### src/rtl/adc_serial_deser_align.sv
// ---------------------------------------------------------------------------
// adc_serial_deser_align
//
// Deserialises NCH serial ADC data lanes of BITS-bit words and finds the word
// boundary by bit-slipping against the frame (FCO) lane. Once the frame lane
// has matched LOCK_COUNT times in a row the block is locked and presents the
// aligned parallel words with a one-cycle valid strobe and a gated FIFO write.
//
// Ports
//   clk        : bit clock, one bit per lane sampled on each rising edge
//   _rst       : asynchronous active-low reset (release expected synchronous
//                to clk from the upstream reset controller)
//   _wen       : active-low FIFO write enable, only gates fifo_we
//   fco        : serial frame lane
//   din        : serial data lanes, bit i is lane i
//   dout       : aligned words, lane i at [i*BITS +: BITS]
//   dout_valid : one-cycle pulse when dout carries new words
//   fifo_we    : dout_valid qualified by _wen, registered on the same edge
//   locked     : high while in the LOCKED state
//   align_err  : sticky, set after 2*BITS search slips without a match
//   slip_cnt   : saturating number of slips since reset
// ---------------------------------------------------------------------------
module adc_serial_deser_align #(
    parameter int NCH        = 8,
    parameter int BITS       = 14,
    parameter int MSB_FIRST  = 1,
    parameter int LOCK_COUNT = 4,
    parameter int LOSS_COUNT = 2
) (
    input  logic                clk,
    input  logic                _rst,
    input  logic                _wen,
    input  logic                fco,
    input  logic [NCH-1:0]      din,
    output logic [NCH*BITS-1:0] dout,
    output logic                dout_valid,
    output logic                fifo_we,
    output logic                locked,
    output logic                align_err,
    output logic [7:0]          slip_cnt
);

    localparam int CW = $clog2(BITS);
    localparam int MW = $clog2(LOCK_COUNT + 1);
    localparam int LW = $clog2(LOSS_COUNT + 1);
    localparam int SW = $clog2(2 * BITS + 1);

    localparam logic [CW-1:0] CNT_LAST   = CW'(BITS - 1);
    localparam logic [MW-1:0] LOCK_LAST  = MW'(LOCK_COUNT - 1);
    localparam logic [LW-1:0] LOSS_LAST  = LW'(LOSS_COUNT - 1);
    localparam logic [SW-1:0] SLIP_LAST  = SW'(2 * BITS - 1);
    // Frame word in arrival order: earliest bit in the MSB.
    localparam logic [BITS-1:0] FRAME_PAT = {{(BITS/2){1'b1}}, {(BITS/2){1'b0}}};

    typedef enum logic [1:0] {
        ST_SEARCH = 2'd0,
        ST_CHECK  = 2'd1,
        ST_LOCKED = 2'd2
    } state_t;

    // Reverse bit order so the first received bit lands in bit 0.
    function automatic logic [BITS-1:0] bit_reverse(input logic [BITS-1:0] v);
        logic [BITS-1:0] r;
        for (int k = 0; k < BITS; k++) begin
            r[k] = v[BITS-1-k];
        end
        return r;
    endfunction

    logic [BITS-2:0]     lane_sr_r [NCH];
    logic [BITS-2:0]     fco_sr_r;
    logic [CW-1:0]       bit_cnt_r;
    logic                slip_hold_r;
    state_t              state_r, state_nx;
    logic [MW-1:0]       match_cnt_r, match_cnt_nx;
    logic [LW-1:0]       miss_cnt_r, miss_cnt_nx;
    logic [SW-1:0]       search_slips_r, search_slips_nx;
    logic [NCH*BITS-1:0] dout_r;
    logic                dout_valid_r;
    logic                fifo_we_r;
    logic                locked_r;
    logic                align_err_r;
    logic [7:0]          slip_cnt_r;

    logic                boundary_s;
    logic                frame_match_s;
    logic                slip_req_s;
    logic                load_s;
    logic                err_set_s;
    logic [BITS-1:0]     fco_word_s;
    logic [NCH*BITS-1:0] cand_s;

    // The held extra edge after a slip is deliberately not a boundary.
    assign boundary_s    = (bit_cnt_r == CNT_LAST) && !slip_hold_r;
    assign frame_match_s = (fco_word_s == FRAME_PAT);

    // Candidate words: previous BITS-1 shifted bits plus the bit on this edge.
    always_comb begin
        fco_word_s = {fco_sr_r, fco};
        cand_s     = {(NCH*BITS){1'b0}};
        for (int i = 0; i < NCH; i++) begin
            if (MSB_FIRST != 0) begin
                cand_s[i*BITS +: BITS] = {lane_sr_r[i], din[i]};
            end else begin
                cand_s[i*BITS +: BITS] = bit_reverse({lane_sr_r[i], din[i]});
            end
        end
    end

    // Serial shift registers; they keep shifting through slip cycles.
    always_ff @(posedge clk or negedge _rst) begin
        if (!_rst) begin
            fco_sr_r <= {(BITS-1){1'b0}};
            for (int i = 0; i < NCH; i++) begin
                lane_sr_r[i] <= {(BITS-1){1'b0}};
            end
        end else begin
            fco_sr_r <= {fco_sr_r[BITS-3:0], fco};
            for (int i = 0; i < NCH; i++) begin
                lane_sr_r[i] <= {lane_sr_r[i][BITS-3:0], din[i]};
            end
        end
    end

    // Bit counter; a slip holds it at BITS-1 for one extra edge.
    always_ff @(posedge clk or negedge _rst) begin
        if (!_rst) begin
            bit_cnt_r   <= {CW{1'b0}};
            slip_hold_r <= 1'b0;
        end else if (slip_hold_r) begin
            bit_cnt_r   <= {CW{1'b0}};
            slip_hold_r <= 1'b0;
        end else if (bit_cnt_r == CNT_LAST) begin
            if (slip_req_s) begin
                bit_cnt_r   <= bit_cnt_r;
                slip_hold_r <= 1'b1;
            end else begin
                bit_cnt_r   <= {CW{1'b0}};
                slip_hold_r <= 1'b0;
            end
        end else begin
            bit_cnt_r   <= bit_cnt_r + CW'(1);
            slip_hold_r <= 1'b0;
        end
    end

    // Alignment FSM next state; only boundary edges can change anything.
    always_comb begin
        state_nx        = state_r;
        match_cnt_nx    = match_cnt_r;
        miss_cnt_nx     = miss_cnt_r;
        search_slips_nx = search_slips_r;
        slip_req_s      = 1'b0;
        load_s          = 1'b0;
        err_set_s       = 1'b0;
        if (boundary_s) begin
            case (state_r)
                ST_SEARCH: begin
                    if (frame_match_s) begin
                        if (LOCK_COUNT == 1) begin
                            state_nx        = ST_LOCKED;
                            match_cnt_nx    = {MW{1'b0}};
                            search_slips_nx = {SW{1'b0}};
                        end else begin
                            state_nx     = ST_CHECK;
                            match_cnt_nx = MW'(1);
                        end
                    end else begin
                        slip_req_s = 1'b1;
                        if (search_slips_r == SLIP_LAST) begin
                            search_slips_nx = {SW{1'b0}};
                            err_set_s       = 1'b1;
                        end else begin
                            search_slips_nx = search_slips_r + SW'(1);
                        end
                    end
                end
                ST_CHECK: begin
                    if (frame_match_s) begin
                        if (match_cnt_r == LOCK_LAST) begin
                            state_nx        = ST_LOCKED;
                            match_cnt_nx    = {MW{1'b0}};
                            search_slips_nx = {SW{1'b0}};
                        end else begin
                            match_cnt_nx = match_cnt_r + MW'(1);
                        end
                    end else begin
                        slip_req_s   = 1'b1;
                        match_cnt_nx = {MW{1'b0}};
                        state_nx     = ST_SEARCH;
                    end
                end
                ST_LOCKED: begin
                    if (frame_match_s) begin
                        load_s      = 1'b1;
                        miss_cnt_nx = {LW{1'b0}};
                    end else if (miss_cnt_r == LOSS_LAST) begin
                        // Boundary is kept: a loss is usually a glitch, not a shift.
                        state_nx    = ST_SEARCH;
                        miss_cnt_nx = {LW{1'b0}};
                    end else begin
                        miss_cnt_nx = miss_cnt_r + LW'(1);
                    end
                end
                default: begin
                    state_nx     = ST_SEARCH;
                    match_cnt_nx = {MW{1'b0}};
                    miss_cnt_nx  = {LW{1'b0}};
                end
            endcase
        end else begin
            state_nx = state_r;
        end
    end

    // Alignment FSM state and counters.
    always_ff @(posedge clk or negedge _rst) begin
        if (!_rst) begin
            state_r        <= ST_SEARCH;
            match_cnt_r    <= {MW{1'b0}};
            miss_cnt_r     <= {LW{1'b0}};
            search_slips_r <= {SW{1'b0}};
        end else begin
            state_r        <= state_nx;
            match_cnt_r    <= match_cnt_nx;
            miss_cnt_r     <= miss_cnt_nx;
            search_slips_r <= search_slips_nx;
        end
    end

    // Registered outputs and status flags.
    always_ff @(posedge clk or negedge _rst) begin
        if (!_rst) begin
            dout_r       <= {(NCH*BITS){1'b0}};
            dout_valid_r <= 1'b0;
            fifo_we_r    <= 1'b0;
            locked_r     <= 1'b0;
            align_err_r  <= 1'b0;
            slip_cnt_r   <= 8'd0;
        end else begin
            if (load_s) begin
                dout_r <= cand_s;
            end else begin
                dout_r <= dout_r;
            end
            dout_valid_r <= load_s;
            fifo_we_r    <= load_s & ~_wen;
            locked_r     <= (state_nx == ST_LOCKED);
            align_err_r  <= align_err_r | err_set_s;
            if (slip_req_s && (slip_cnt_r != 8'hFF)) begin
                slip_cnt_r <= slip_cnt_r + 8'd1;
            end else begin
                slip_cnt_r <= slip_cnt_r;
            end
        end
    end

    assign dout       = dout_r;
    assign dout_valid = dout_valid_r;
    assign fifo_we    = fifo_we_r;
    assign locked     = locked_r;
    assign align_err  = align_err_r;
    assign slip_cnt   = slip_cnt_r;

endmodule
### config.mk
export PLATFORM = sky130hd
export DESIGN_NAME = adc_serial_deser_align
export DESIGN_NICKNAME = d
export VERILOG_FILES = /design/src/rtl/adc_serial_deser_align.sv
export SDC_FILE = /design/constraint.sdc
export NUM_CORES = 1
export LEC_CHECK = 0
export CAP_MARGIN = 20
export CORE_AREA = 2 2 161 163
export CTS_CLUSTER_DIAMETER = 100
export DETAILED_ROUTE_END_ITERATION = 16
export DIE_AREA = 0 0 163 165
export PLACE_DENSITY = 0.66
export SYNTH_ARGS = -nofsm -noshare
export SYNTH_HDL_FRONTEND = slang
export SYNTH_SLANG_ARGS = --single-unit
### constraint.sdc
create_clock -name clk -period 2.2 [get_ports clk]
set_input_delay 0.55 -clock clk [delete_from_list [all_inputs] [get_ports clk]]
set_output_delay 0.55 -clock clk [all_outputs]
set_load 0.02 [all_outputs]
# --- Word-level counts from Yosys, hierarchy flattened ---
# Cells that the tools add are included.
op_classes:
  eq_ne: 14
  addsub: 5
  n_mux: 35
  reduce_logical: 9
  bitwise: 5
op_table:
  columns: ["operator", "n"]
  rows:
  - ["$mux W5", 4]
  - ["$mux W2", 8]
  - ["$eq A14 B14 Y1 const B", 1]
  - ["$mux W1", 13]
  - ["$mux W4", 3]
  - ["$pmux W5 S2", 1]
  - ["$mux W3", 3]
  - ["$pmux W3 S3", 1]
  - ["$add A8 B1 Y8 const B", 1]
  - ["$ne A2 B2 Y1 const B", 4]
  - ["$ne A8 B8 Y1 const B", 1]
  - ["$pmux W2 S3", 1]
  - ["$add A5 B1 Y5 const B", 1]
  - ["$eq A5 B5 Y1 const B", 1]
  - ["$reduce_and A5 Y1", 1]
  - ["$add A4 B1 Y4 const B", 1]
  - ["$eq A2 B1 Y1 const B", 2]
  - ["$eq A2 B2 Y1 const B", 2]
  - ["$eq A4 B4 Y1 const B", 1]
  - ["$pmux W2 S2", 1]
  - ["$add A3 B1 Y3 const B", 1]
  - ["$eq A3 B2 Y1 const B", 1]
  - ["$ne A3 B3 Y1 const B", 1]
  - ["$not A1 Y1", 3]
  - ["other kinds (10)", 11]
totals:
  out_inout_bits: 124
  regBits: 258
  wordCells: 89

# --- Depth between registers and ports, before layout ---
# Gate-level depths: netlist of the first run.
logic_depth:
  word_depth: 7
  depth_mapped: 8
  depth_no_buf: 7

# --- Least setup slack after synthesis of the first run ---
# Ideal clock, no wire load.
synth_path:
  path_type: "input-to-reg"
  startpoint: "input fco"
  endpoint: "register dout_r[100], in the netlist dout[100]"
  path_stages: 6
  setup_time_ps: 125
  t_arrival_ps: 2373
  path_slack_ps: -298
  t_required_ps: 2075
  path_buffers: 2
  path_cell_list: "or4_4 nor4_4 nand4_2 buf_4 buf_6 mux2_4"
synth_between:
  elab_chain_len: 4
synth_lines:
  columns: ["item", "line_no", "source"]
  rows:
  - ["start, declared", "33", "input logic fco,"]
  - ["$eq A14 B14 Y1", "95", "assign frame_match_s = (fco_word_s == FRAME_PAT);"]
  - ["$mux W1", "194", "if (frame_match_s) begin"]
  - ["$mux W1", "157", "case (state_r)"]
  - ["$mux W1", "156", "if (boundary_s) begin"]
  - ["end signal, assigned", "234", "dout_r <= {(NCH*BITS){1'b0}};"]
  - ["end signal, assigned", "242", "dout_r <= cand_s;"]
  - ["end signal, assigned", "244", "dout_r <= dout_r;"]
  - ["end, declared", "78", "logic [NCH*BITS-1:0] dout_r;"]
# Every way passes these cells.
# A chain may end at the register's enable or synchronous reset.

# --- Worst setup path in the final report of the first run ---
layout_path:
  startpoint: "register fco_sr_r[0]"
  endpoint: "register dout_r[22], in the netlist dout[22]"
layout_between:
  elab_chain_len: 4
layout_lines:
  columns: ["item", "line_no", "source"]
  rows:
  - ["start, declared", "71", "logic [BITS-2:0] fco_sr_r;"]
  - ["start signal, assigned", "113", "fco_sr_r <= {(BITS-1){1'b0}};"]
  - ["start signal, assigned", "118", "fco_sr_r <= {fco_sr_r[BITS-3:0], fco};"]
  - ["$eq A14 B14 Y1", "95", null]
  - ["$mux W1", "194", null]
  - ["$mux W1", "157", null]
  - ["$mux W1", "156", null]
# Every way passes these cells.

==> results of run 1 <==
==> worst min path at each step <==
stage | startpoint | cells after the start | slack, ns | end
2_1_floorplan | _rst | 0 | 0.25 | align_err
4_1_cts | cand_s[35] | 0 | 0.37 | cand_s[36]
3_5_place_dp | cand_s[35] | 0 | 0.36 | cand_s[36]
3_3_place_gp | cand_s[51] | 0 | 0.35 | cand_s[52]
5_1_grt | cand_s[50] | 0 | 0.38 | cand_s[51]
6_report | cand_s[35] | 0 | 0.37 | cand_s[36]
==> final cells by class <==
cell class | instances | area, sq um | area share [%]
Multi-Input combinational cell | 213 | 2210 | 19.1
Tap cell | 330 | 413 | 3.57
Clock inverter | 12 | 105 | 0.908
Inverter | 5 | 23.8 | 0.205
Clock buffer | 38 | 777 | 6.71
Sequential cell | 258 | 6460 | 55.8
Timing Repair Buffer | 156 | 1590 | 13.7
==> cells by family after synthesis <==
logic type / Yosys count / synth area share (%)
xor gates and xnor gates: 6 / 0.602
AOI/OAI and AO/OA: 30 / 2.16
DFF: 258 / 73.9
and+or+nand+nor: 57 / 3.87
buffers and inverters: 20 / 1.43
adders and majority gates: 5 / 0.716
muxes: 115 / 17.3
==> registers in the layout, summed over array words and instances (netlist names), 2 cells and up <==
name	cells
search_slips_r	5
bit_cnt_r	4
cand_s	104
slip_cnt	8
match_cnt_r	3
state_r	2
miss_cnt_r	2
fco_sr_r	13
dout	112
==> per-stage QoR <==
stage | setup TNS (ns) | cell area, sq um | util, % | worst slack [ns]
floorplan | -14.63 | 8780 | - | -0.199
global placement | -69.42 | 10600 | 42.5 | -0.550
detailed placement | -70.31 | 10600 | 42.5 | -0.561
CTS | -2.90 | 11500 | 46.0 | -0.0480
global route | -12.38 | 11600 | 46.3 | -0.137
finish | -1.94 | 11600 | 46.3 | -0.0451
==> placed cells by master (no fill, tap or decap), drive strengths merged, types with 5 or more instances in the layout <==
cell,synthesis,layout
clkinv,0,7
clkbuf,2,38
dfrtp,258,258
clkdlybuf4s50,0,131
nand2b,8,8
buf,13,21
nand3,6,6
nor2,7,7
o21ai,12,12
and3,5,5
nor3,6,6
inv,5,7
nand2,9,9
o31ai,5,5
mux2,114,114
ha,5,5
nand4,5,5
==> layer usage <==
metal | up-vias | part of all wire (%)
met5 | - | 0
met4 | 0 | 3.2
met2 | 144 | 48
met3 | 38 | 7.0
met1 | 2358 | 42
li1 | 2052 | -
==> timing repair <==
action	4_1_cts	5_1_grt
pin swaps	1	5
endpoints found under the hold margin	52	0
hold buffers	1	0
setup endpoints to repair	115	131
gates cloned	0	0
gates resized for setup	0	20
setup buffers	0	3
==> where the power goes <==
| group | internal [mW] | switching, mW |
|---|---|---|
| registers | 5.00 | 0.238 |
| logic | 0.356 | 0.455 |
| clock network | 2.59 | 1.80 |
| total | 7.95 | 2.49 |
==> results.json, run 1 <==
{
  "yosysSeqAreaShare_pct": 73.9,
  "regToRegEndpoint": "dout[22]",
  "routedWlPerCell_um": 15.6,
  "root_buffer": "clkbuf_16",
  "chipHeight_um": 165,
  "violations": "negative setup slack",
  "gr-max-usage-layer": "met2",
  "clk_pin_slew_ns": 0.06,
  "core-area_sq_um": 25000,
  "startpoint": "fco_sr_r[0]",
  "synth_edf_count": 0,
  "wirelength_mm": 15.8,
  "syn_area_per_cell_sq_um": 17.8,
  "drtAntennaViolNets": 0,
  "yosys_warnings": 0,
  "grt_use_total_pct": 11.8,
  "antenna_cells": 0,
  "cpPeakStageDelay_ns": 0.55,
  "worst-r2r-setup-slack_ns": -0.05,
  "crit_path_end": "dout[22]",
  "cp_max_fo": 65,
  "cts_tree": "yes",
  "clkLatencyLatePin_ns": 0.53,
  "place_congestion": 0.761,
  "cp_cell_sequence": "or4_4 > nor4_4 > nand4_4 > buf_12 > mux2_2",
  "cp_top_family": "simple AND/OR/NAND/NOR gates",
  "ctsHtreeMaxLevel": 1,
  "p_total_mw": 10.4,
  "initial_utilization_pct": 34.9,
  "overflow": 0,
  "clock_skew_ns": 0.0147,
  "syn_to_final_growth_pct": 32.6,
  "r2r-start": "fco_sr_r[0]",
  "layout_min_cycle_time_ns": 2.25,
  "via_per_inst": 4.54,
  "clock_path_buffers": 3,
  "max_slew_margin_pct": 68.4,
  "reg2reg_depth": 5,
  "crit_required_ns": 2.61,
  "nNetsFinal": 678,
  "async_reset_ff_share_pct": 100,
  "timing.fmax_ghz": 0.445,
  "finalWorstSetupSlack_ns": -0.0451,
  "critPathKind": "reg2reg",
  "path_depth": 5,
  "clkSinkCount": 258,
  "path_buf_inv": 1,
  "drive_gt1_share_pct": 28.6,
  "synth-seq-cells": 258,
  "setup_violations": 91,
  "nFillCells": 2147,
  "die_w_um": 163,
  "synth.cell_area_sq_um": 8730,
  "worstHoldPathType": "reg2reg",
  "drv_slew": 0,
  "startpoint_type": "flop",
  "die-area_sq_um": 26900,
  "cap_violations": 0,
  "drc": 0,
  "met2_usage_pct": 19.0,
  "grt_first_pass_wirelength_mm": 25.9,
  "grt_pass1_vias": 4865,
  "synth.cells.most_frequent": "258 x dfrtp_1, 58 x mux2_4, 56 x mux2_2",
  "cp-end-kind": "flop",
  "synth.largest_area_cell": "dfrtp_1",
  "use_met3_pct": 3.52,
  "rsz0062_at_grt": "yes",
  "power_density_nw_per_um2": 902,
  "stdcell_count": 1012,
  "yosysMostFrequentCell": "dfrtp_1",
  "tightestPinTransition_ns": 0.474,
  "synthesis.nets": 508,
  "crit_path_top_delay_cell": "or4_4",
  "p_leak_nw": 5.56,
  "numCtsBuffers": 27,
  "portBuffers": 135,
  "hold_ws_ns": 0.369,
  "met1_usage_pct": 15.4,
  "rows": 58,
  "dr.pass1.iters": 4,
  "vias": 4592,
  "ios": 136,
  "synth-main-ff-cell": "dfrtp_1",
  "arrival_ns": 2.65,
  "synth.distinct_cells": 40,
  "grt_max_degree": 66,
  "finalCritPeriodShare_pct": 102,
  "yosys.area.top_type_share_pct": 73.9,
  "antenna_found_initial": 0,
  "drt-initial-drc-count": 225,
  "placed_cells": 959,
  "ir_drop_mv": 0.590,
  "hpwl_mm": 10.2,
  "hold_viol": 0,
  "synth.area.top_cells": "dfrtp_1 74%, mux2_4 10%, mux2_2 7.2%",
  "status": "finished with violations",
  "syn_inst": 491
}
Power figures use the tool's default switching activity.
==> inputs of run 2 (changes only) <==
GPL_TIMING_DRIVEN = 0   (was not set)
PLACE_DENSITY = not set   (was 0.66)
==> results.json, run 2 (same netlist as run 1, synthesis figures left out) <==
{
  "layout_min_cycle_time_ns": 2.35,
  "hold_viol": 0,
  "arrival_ns": 2.74,
  "chipHeight_um": 165,
  "regToRegEndpoint": "dout[84]",
  "crit_path_top_delay_cell": "or4_4",
  "grt_first_pass_wirelength_mm": 27.4,
  "via_per_inst": 4.53,
  "rsz0062_at_grt": "yes",
  "clock_path_buffers": 3,
  "ctsHtreeMaxLevel": 1,
  "critPathKind": "reg2reg",
  "clkLatencyLatePin_ns": 0.53,
  "ctsHoldBuffers": 0,
  "largest_register_ffs": 112,
  "stdcell_area_sq_um": 12000,
  "timing.fmax_ghz": 0.426,
  "cp_max_fo": 7,
  "core-area_sq_um": 25000,
  "drtAntennaViolNets": 0,
  "dp_slack_ns": -1.08,
  "vias": 4674,
  "place_congestion": 0.743,
  "max_slew_margin_pct": 35.1,
  "mostFrequentLayoutCells": "258 x dfrtp_1, 131 x clkdlybuf4s50_1, 60 x mux2_4",
  "reg2reg_depth": 7,
  "routedWlPerCell_um": 16.3,
  "cp_cell_sequence": "or4_4 > nor4_4 > nand4_4 > buf_12 > buf_12 > clkbuf_16 > mux2_4",
  "antenna_cells": 0,
  "cpPeakStageDelay_ns": 0.54,
  "clkSinkCount": 258,
  "rows": 58,
  "grt_pass1_vias": 5078,
  "wirelength_mm": 16.8,
  "drt-initial-drc-count": 180,
  "placed_cells": 957,
  "ir_drop_mv": 0.514,
  "numCtsBuffers": 27,
  "worstHoldPathType": "in2async",
  "finalWorstSetupSlack_ns": -0.146,
  "drv_slew": 0,
  "cts_tree": "yes",
  "grt_max_degree": 132,
  "p_total_mw": 10.8,
  "root_buffer": "clkbuf_16",
  "finalCritPeriodShare_pct": 107,
  "setup_violations": 124,
  "drc": 0,
  "dr.pass1.iters": 4,
  "die_w_um": 163,
  "syn_to_final_growth_pct": 37.0,
  "power_density_nw_per_um2": 901,
  "worst-r2r-setup-slack_ns": -0.15,
  "grt_use_total_pct": 12.6,
  "crit_required_ns": 2.59,
  "hpwl_mm": 10.4,
  "startpoint": "fco_sr_r[0]",
  "crit_path_end": "dout[84]",
  "nFillCells": 2137,
  "die-area_sq_um": 26900,
  "cap_violations": 0,
  "crit_top_cell": "buf_12",
  "startpoint_type": "flop",
  "violations": "negative setup slack",
  "mostFrequentLayoutCell": "dfrtp_1",
  "clock_skew_ns": 0.0199,
  "portBuffers": 135,
  "p_leak_nw": 5.74,
  "tightestPinTransition_ns": 0.973,
  "r2r-start": "fco_sr_r[0]",
  "clk_pin_slew_ns": 0.06,
  "dpl-instance-area_sq_um": 10600,
  "initial_utilization_pct": 34.9,
  "status": "finished with violations",
  "cp-end-kind": "flop",
  "ios": 136,
  "drive_gt1_share_pct": 31.2,
  "nNetsFinal": 699,
  "antenna_found_initial": 0,
  "stdcell_count": 1032,
  "overflow": 0
}
## run 2: how the worst min path moves through the flow
stage                startpoint          end  slack (ns)  cells after the start
finish                     _rst      fifo_we        0.11                      1
global route               _rst      fifo_we        0.17                      1
CTS                        _rst      fifo_we        0.16                      1
detailed placement  fco_sr_r[5]  fco_sr_r[6]        0.36                      0
global placement     cand_s[37]   cand_s[38]        0.35                      0
floorplan                  _rst    align_err        0.25                      0
## run 2: final cells by class
class                   instances  area [sq um]  area share [%]
plain buffers                  15           209            1.75
clock buffers                  40           825            6.89
clock inverters                 9          97.6           0.815
inverters                       5          26.3           0.220
multi-input cells             213          2250            18.8
flip-flops and latches        258          6460            53.9
well taps                     330           413            3.45
repair buffers                162          1690            14.1
## run 2: critical path: cells and delay by family (launching register included)
kind | cells | cell delay, ns
DFF | 1 | 0.37
muxes | 1 | 0.29
buffers and inverters | 3 | 0.47
and+or+nand+nor | 3 | 1.08
## run 2: report_power, final
| group | internal (mW) | leakage, nW | total, mW | switching [mW] |
|---|---|---|---|---|
| Clock | 2.81 | 0.460 | 4.61 | 1.80 |
| Combinational | 0.433 | 1.97 | 0.953 | 0.521 |
| Sequential | 5.00 | 3.31 | 5.21 | 0.208 |
## run 2: repair_timing
item | 4_1_cts | 5_1_grt
cloned | 0 | 3
resized for setup | 16 | 43
endpoints found under the setup margin | 129 | 132
setup buffers | 9 | 14
endpoints found under the hold margin | 0 | 0
pin swaps | 2 | 12
## run 2: stage by stage
stage               setup TNS (ns)  util (%)  hold slack [ns]
global route                -23.28      47.8            0.169
floorplan                   -14.63         -            0.254
CTS                         -14.70      46.4            0.160
detailed placement         -125.43      42.3            0.357
finish                      -11.08      47.8            0.109
global placement          -2578.98      42.1            0.353
## run 2: metal layers
metal | GRT usage, % | routed length, um | vias up
li1 | - | - | 2091
met2 | 20.2 | 7940 | 135
met1 | 16.6 | 7260 | 2414
met4 | 3.74 | 434 | 0
met5 | 0 | 0 | -
met3 | 3.67 | 1140 | 34
==> inputs of run 3 (changes only) <==
PLACE_DENSITY = 0.61   (was not set)
==> results.json, run 3 (same netlist as run 1, synthesis figures left out) <==
{
  "path_buf_inv": 2,
  "mostFrequentLayoutCells": "258 x dfrtp_1, 128 x clkdlybuf4s50_1, 59 x mux2_4",
  "syn_to_final_growth_pct": 36.2,
  "core-area_sq_um": 25000,
  "tightestPinTransition_ns": 0.989,
  "timing.fmax_ghz": 0.443,
  "status": "finished with violations",
  "worst-r2r-setup-slack_ns": -0.06,
  "reg2reg_depth": 6,
  "root_buffer": "clkbuf_16",
  "nNetsFinal": 687,
  "dr.pass1.iters": 4,
  "hpwl_mm": 10.4,
  "wirelength_mm": 16.4,
  "clkLatencyLatePin_ns": 0.53,
  "ios": 136,
  "max_slew_margin_pct": 34.1,
  "p_comb_share_pct": 7.8,
  "antenna_cells": 0,
  "crit_path_top_delay_cell": "or4_4",
  "r2r-start": "fco_sr_r[0]",
  "arrival_ns": 2.67,
  "via_per_inst": 4.55,
  "grt_first_pass_wirelength_mm": 26.7,
  "chipHeight_um": 165,
  "largest_register_ffs": 112,
  "portBuffers": 135,
  "die_w_um": 163,
  "antenna_found_initial": 0,
  "cp_top_family": "simple AND/OR/NAND/NOR gates",
  "power_density_nw_per_um2": 924,
  "mostFrequentLayoutCell": "dfrtp_1",
  "dp_slack_ns": -1.12,
  "ctsHtreeMaxLevel": 1,
  "drc": 0,
  "routedWlPerCell_um": 16.0,
  "drive_gt1_share_pct": 29.7,
  "numCtsBuffers": 27,
  "seq_power_share_pct": 47.4,
  "grt_pass1_vias": 5039,
  "layout_min_cycle_time_ns": 2.26,
  "cp_cell_sequence": "or4_4 > nor4_4 > nand4_4 > buf_12 > buf_12 > mux2_4",
  "vias": 4642,
  "startpoint_type": "flop",
  "clk_pin_slew_ns": 0.06,
  "clkSinkCount": 258,
  "clock_path_buffers": 3,
  "sw_frac_of_total_pct": 23.3,
  "cp-end-kind": "flop",
  "overflow": 0,
  "worstHoldPathType": "in2async",
  "regToRegEndpoint": "dout[77]",
  "finalCritPeriodShare_pct": 103,
  "setup_violations": 81,
  "rows": 58,
  "p_sw_mw": 2.56,
  "finalWorstSetupSlack_ns": -0.0586,
  "grt_use_total_pct": 12.3,
  "violations": "negative setup slack",
  "tns_ns": -3.31,
  "clkPwrFrac_pct": 44.9,
  "ir_drop_mv": 0.560,
  "drv_slew": 0,
  "cp_max_fo": 10,
  "crit_required_ns": 2.61,
  "rsz0062_at_grt": "yes",
  "cts_tree": "yes",
  "intPower_mw": 8.43,
  "die-area_sq_um": 26900,
  "cpPeakStageDelay_ns": 0.53,
  "drtAntennaViolNets": 0,
  "grt_max_degree": 133,
  "ctsHoldBuffers": 0,
  "hold_viol": 0,
  "place_congestion": 0.706,
  "initial_utilization_pct": 34.9,
  "drt-initial-drc-count": 228,
  "critPathKind": "reg2reg",
  "clock_skew_ns": 0.00921,
  "crit_top_cell": "buf_12",
  "p_leak_nw": 5.70,
  "cap_violations": 0
}
-- run 3: metal layers --
metal | wire, um | GRT usage [%]
met5 | 0 | 0
met4 | 412 | 3.42
met3 | 1210 | 4.09
met2 | 7780 | 20.0
met1 | 6980 | 15.9
-- run 3: power groups by stage --
| stage | clock (mW) | combinational [mW] | sequential (mW) |
|---|---|---|---|
| 2_1_floorplan | 0 | 0.402 | 5.28 |
| 5_1_grt | 5.31 | 0.940 | 5.24 |
| 6_report | 4.93 | 0.852 | 5.21 |
| 4_1_cts | 5.09 | 0.831 | 5.20 |
| 3_5_place_dp | 0 | 0.769 | 5.28 |
| 3_3_place_gp | 0 | 0.709 | 5.26 |
-- run 3: repair_timing --
item / CTS / global route
gates cloned: 1 / 1
gates resized for setup: 35 / 12
setup endpoints to repair: 130 / 131
buffers inserted: 12 / 2
pin swaps: 6 / 8
-- run 3: metrics by stage --
stage                     cells  cell area (sq um)  total power, mW  utilization (%)  hold slack (ns)
after floorplan             491               8780             5.68                -            0.254
after detailed placement    957              10600             6.05             42.3            0.358
final                      1021              11900             11.0             47.5           0.0563
after global placement      956              10500             5.97             42.1            0.352
after CTS                  1019              11800             11.1             47.2            0.133
after global routing       1021              11900             11.5             47.5            0.133
-- run 3: worst register-to-register path, delay by kind of cell, from the launching register on --
kind | cells | cell delay (ns)
flip-flops | 1 | 0.38
AND/OR/NAND/NOR | 3 | 1.09
multiplexers | 1 | 0.30
buffers and inverters | 2 | 0.38
-- run 3: area by class of cell --
type / count / area (sq um)
Sequential cell: 258 / 6460
Inverter: 5 / 26.3
Timing Repair Buffer: 152 / 1560
Buffer: 13 / 204
Tap cell: 330 / 413
Clock buffer: 38 / 817
Clock inverter: 12 / 185
Multi-Input combinational cell: 213 / 2240
Fill cell: 2156 / 13100
-- run 3: worst max-delay path by stage --
stage                startpoint        endpoint  slack, ns  cells after the start
finish              fco_sr_r[0]        dout[77]      -0.06                      6
detailed placement          fco       dout[105]      -1.12                      7
global route        fco_sr_r[0]  match_cnt_r[2]      -0.16                      7
global placement           _rst        dout[49]      -9.50                      1
CTS                 fco_sr_r[1]        dout[83]      -0.13                      6
floorplan                   fco       dout[100]      -0.20                      6
